**src/rtl/direction_determiner_reg.sv**
```systemverilog
// direction_determiner_reg: registered route decision for one BFT switch node.
// Classifies each flit's destination leaf as VOID / LEFT / RIGHT / UP relative
// to this node's subtree, registers the result with the flit, and keeps
// saturating per-direction decision counters for debug.
module direction_determiner_reg #(
    parameter int                               num_leaves  = 2,
    parameter int                               level       = 0,
    parameter logic [((level > 0) ? level : 1)-1:0] module_addr = '0,
    parameter int                               cnt_w       = 16
) (
    input  logic                          clk,
    input  logic                          reset_n,
    input  logic                          valid_in,
    input  logic [$clog2(num_leaves)-1:0] addr_in,
    output logic [1:0]                    d,
    output logic                          valid_out,
    output logic [$clog2(num_leaves)-1:0] addr_out,
    output logic [cnt_w-1:0]              cnt_left,
    output logic [cnt_w-1:0]              cnt_right,
    output logic [cnt_w-1:0]              cnt_up,
    input  logic                          cnt_clr
);

    localparam int A = $clog2(num_leaves);

    typedef enum logic [1:0] {
        DIR_VOID  = 2'b00,
        DIR_LEFT  = 2'b01,
        DIR_RIGHT = 2'b10,
        DIR_UP    = 2'b11
    } dir_t;

    logic         match;
    logic         branch_bit;
    dir_t         nd;
    logic [1:0]   d_d, d_q;
    logic         valid_d, valid_q;
    logic [A-1:0] addr_d, addr_q;
    logic [2:0][cnt_w-1:0] cnt_all;

    // The root owns every leaf, so only inner nodes compare an address prefix.
    generate
        if (level == 0) begin : g_root
            assign match = 1'b1;
        end else begin : g_inner
            assign match = (addr_in[A-1 -: level] == module_addr);
        end
    endgenerate

    // The bit just below the node prefix selects the left or right child.
    assign branch_bit = addr_in[A-1-level];

    // Next-direction decode; invalid flits never route anywhere.
    always_comb begin
        nd = DIR_VOID;
        if (valid_in) begin
            if (!match) begin
                nd = DIR_UP;
            end else if (branch_bit) begin
                nd = DIR_RIGHT;
            end else begin
                nd = DIR_LEFT;
            end
        end
    end

    // Pipeline register inputs: decision plus verbatim copies of the flit.
    always_comb begin
        d_d     = nd;
        valid_d = valid_in;
        addr_d  = addr_in;
    end

    // One-cycle output register with asynchronous clear.
    always_ff @(posedge clk or negedge reset_n) begin
        if (!reset_n) begin
            d_q     <= 2'b00;
            valid_q <= 1'b0;
            addr_q  <= '0;
        end else begin
            d_q     <= d_d;
            valid_q <= valid_d;
            addr_q  <= addr_d;
        end
    end

    // Counter gi tracks direction code gi+1 (LEFT, RIGHT, UP); VOID is not counted.
    generate
        for (genvar gi = 0; gi < 3; gi++) begin : g_cnt
            localparam logic [1:0] DIR_CODE = 2'(gi + 1);
            logic [cnt_w-1:0] cnt_d, cnt_q;

            // Clear wins over increment; counting stops at all-ones.
            always_comb begin
                cnt_d = cnt_q;
                if (cnt_clr) begin
                    cnt_d = '0;
                end else if ((d_d == DIR_CODE) && (cnt_q != {cnt_w{1'b1}})) begin
                    cnt_d = cnt_q + cnt_w'(1);
                end
            end

            // Counter state register with asynchronous clear.
            always_ff @(posedge clk or negedge reset_n) begin
                if (!reset_n) begin
                    cnt_q <= '0;
                end else begin
                    cnt_q <= cnt_d;
                end
            end

            assign cnt_all[gi] = cnt_q;
        end
    endgenerate

    assign d         = d_q;
    assign valid_out = valid_q;
    assign addr_out  = addr_q;
    assign cnt_left  = cnt_all[0];
    assign cnt_right = cnt_all[1];
    assign cnt_up    = cnt_all[2];

endmodule

```
**config.mk**
```make
export PLATFORM = sky130hd
export DESIGN_NAME = direction_determiner_reg
export DESIGN_NICKNAME = d
export VERILOG_FILES = /design/src/rtl/direction_determiner_reg.sv
export SDC_FILE = /design/constraint.sdc
export NUM_CORES = 1
export LEC_CHECK = 0
export BUFFER_PORTS_ARGS = -buffer_cell sky130_fd_sc_hd__buf_4
export CAP_MARGIN = 40
export CORE_MARGIN = 4
export CORE_UTILIZATION = 45
export CTS_CLUSTER_SIZE = 10
export DETAILED_ROUTE_END_ITERATION = 16
export PLACE_DENSITY = 0.79
export SYNTH_ARGS = -nofsm -noshare
export SYNTH_HDL_FRONTEND = slang
export SYNTH_SLANG_ARGS = --single-unit
```
**constraint.sdc**
```tcl
create_clock -name clk -period 2.57 [get_ports clk]
set_clock_uncertainty 0.05 [all_clocks]
set_input_delay 0.514 -clock clk [delete_from_list [all_inputs] [get_ports clk]]
set_output_delay 0.514 -clock clk [all_outputs]
set_load 0.02 [all_outputs]
```
==> run metrics <==
ant diodes=0; worst skew pair latency=300 ps; Area after DPL=0.00290 mm²; antenna violation net count after detailed routing=0; first-pass GRT wire length=around 9000 µm; fmax=501 MHz; crit path max-delay cell type=o41ai_1; Netlist Area Pre-Place=0.00241 mm²; maximum buffer depth of the clock tree=2; final WL=~5300 µm; post-DP HPWL=between 3000 and 4000 µm; Setup crit end kind=flop; critical path type=reg2reg; Final Hold Vio Count=0; final standard cell area without fillers=0.00301 mm²; layout cells sized above 1=25.5%; initial antenna violation count=0; cts hold-fix bufs=0; # IOs=57; Ys Warns=0; data arrival time of the worst path=2170 ps; Final setup viols=0; Synth area leader=dfrtp_1; Mean Syn Cell Area=10.4 µm²; pins over their slew limit=0; slowest stage delay, CP=750 ps; routability cong.=0.793; H-Tree Depth=2; Rows=26; Die X=roughly 81 µm; via count=~2100; Nets=296; number of buffers added on ports=56; Post-Syn Nets=239; Distinct cells, synth=41; Pleak=1.34 nW; clk slew on worst S/H paths=90 ps; Area contributors post-synth=dfrtp_1, nor2b_1, a21oi_1, or3_1, nor2_1; Cells after Synth=232; # DRC=0; post-synth top area share=54.0%; Initial DRC Count=162; CP cell instances=nand4_1, o41ai_1, o21ai_0, a21oi_1; Setup crit start kind=flop; sequential-to-total area share from yosys stat=54.0%; relative slew slack=about half; Resize count post-CTS=0; total gr overflow=0; Worst Max-Slew Pin Slew=711 ps; MaxCap Viol Count=0; reg-to-reg setup timing slack=570 ps; Vert. Die Dim=81.2 µm; worst min path class=in2async; PD cells=484 mW/mm²; Initial Util=a little under half; count leader, synth=dfrtp_1; number of flops mapped to enable cells by yosys=0; Primary FF master, synth=dfrtp_1; Avg WL per Cell=14.8 µm; Tot GR Track Use=17.9%; crit share post-route=between 70% and 80%; clock sinks=52; Layout area overhead=24.7%; number of global-route vias before repair=1961; CTS tree=built; top cells by count, synth=dfrtp_1, nor2b_1, a21oi_1; TritonCTS Buffers=5; RSZ-0062 raised after global routing=no; core area=0.00514 mm²; clock root buffer master=clkbuf_8; status=completed; vias per std cell=between 5 and 6; ys async rst share=100%; DRT Pass-1 Iters=5; pin count of the biggest net entering global routing=56; maximum vdd drop=0.000345 V; PnR Total Power=around 1.5 mW; post-CTS setup buffer count=0; crit path time final=2000 ps; Fin Setup TNS=0 ps; register bit count reported by yosys=52; die area=0.00659 mm²; CP required=2750 ps; CP Max Fanout=8
-- routing by layer --
metal | GRT usage, % | share of wire, %
met5 | 0 | 0
met1 | 24.1 | 45
met3 | 4.55 | 5.2
met2 | 27.7 | 48
met4 | 7.26 | 1.7
-- sequential cells by signal, indices dropped and copies added, names as in the netlist --
| register | count |
|---|---|
| addr_out | 1 |
| cnt_left | 16 |
| cnt_right | 16 |
| cnt_up | 16 |
| d | 2 |
| valid_out | 1 |
-- final cells by class --
| class | instances | area [µm²] |
|---|---|---|
| multi-input cells | 167 | 1060 |
| clock buffers | 6 | 72.6 |
| fillers | 479 | 2130 |
| clock inverters | 2 | 35.0 |
| repair buffers | 58 | 435 |
| well taps | 70 | 87.6 |
| inverters | 5 | 18.8 |
| flip-flops and latches | 52 | 1300 |
-- layout by cell type (no fill, tap or decap), drive strengths merged, types with 2 or more instances in the layout --
| cell type | n |
|---|---|
| nand4 | 9 |
| a41oi | 2 |
| buf | 58 |
| nand3 | 9 |
| clkbuf | 6 |
| nor2 | 16 |
| o31a | 2 |
| inv | 5 |
| o41ai | 2 |
| nor4 | 8 |
| nand2b | 2 |
| ha | 2 |
| a2111oi | 2 |
| dfrtp | 52 |
| o21ai | 8 |
| nand2 | 10 |
| nor3 | 7 |
| or3 | 11 |
| a211oi | 2 |
| mux2 | 5 |
| nor2b | 25 |
| or4 | 6 |
| a21oi | 18 |
| o31ai | 8 |
-- cell families (layout without fill, tap and decap cells) --
| kind of cell | Yosys count | after routing | share of synthesized area, % |
|---|---|---|---|
| DFF | 52 | 52 | 54.0 |
| adders and majority gates | 2 | 2 | 1.04 |
| and+or+nand+nor | 110 | 110 | 26.7 |
| AOI/OAI and AO/OA | 48 | 48 | 12.9 |
| buffers and inverters | 13 | 71 | 2.23 |
| muxes | 6 | 6 | 2.75 |
| xor gates and xnor gates | 1 | 1 | 0.363 |
-- metrics by stage --
stage	hold slack [ps]	std cells	utilization [%]	setup WS, ps
2_1_floorplan	168	232	-	556
3_3_place_gp	432	352	56.4	546
3_5_place_dp	442	352	56.4	409
4_1_cts	211	360	58.5	577
5_1_grt	229	360	58.5	245
6_report	175	360	58.5	574
-- path summary, 6_finish.rpt --
kind	from	to	cells past startpoint
setup / recovery	cnt_left[9]	cnt_left[4]	4
hold / removal	reset_n	cnt_up[7]	1
setup reg to reg	cnt_left[9]	cnt_left[4]	4
hold reg to reg	cnt_up[7]	cnt_up[7]	1
max in group asynchronous	reset_n	d[0]	1
min in group clk	valid_in	valid_out	1
-- critical path: cells and delay by family, from the launching register on --
kind,cells,cell delay (ps)
simple gates,1,330
compound gates,3,1080
flops,1,460
-- power by group --
part | total [mW] | internal (mW) | switching, mW | leakage, nW
Combinational | 0.0707 | 0.0215 | 0.0493 | 0.564
Clock | 0.555 | 0.289 | 0.265 | 0.0552
Sequential | 0.829 | 0.824 | 0.00533 | 0.718
Note: power is estimated with default switching activity, not from simulation.
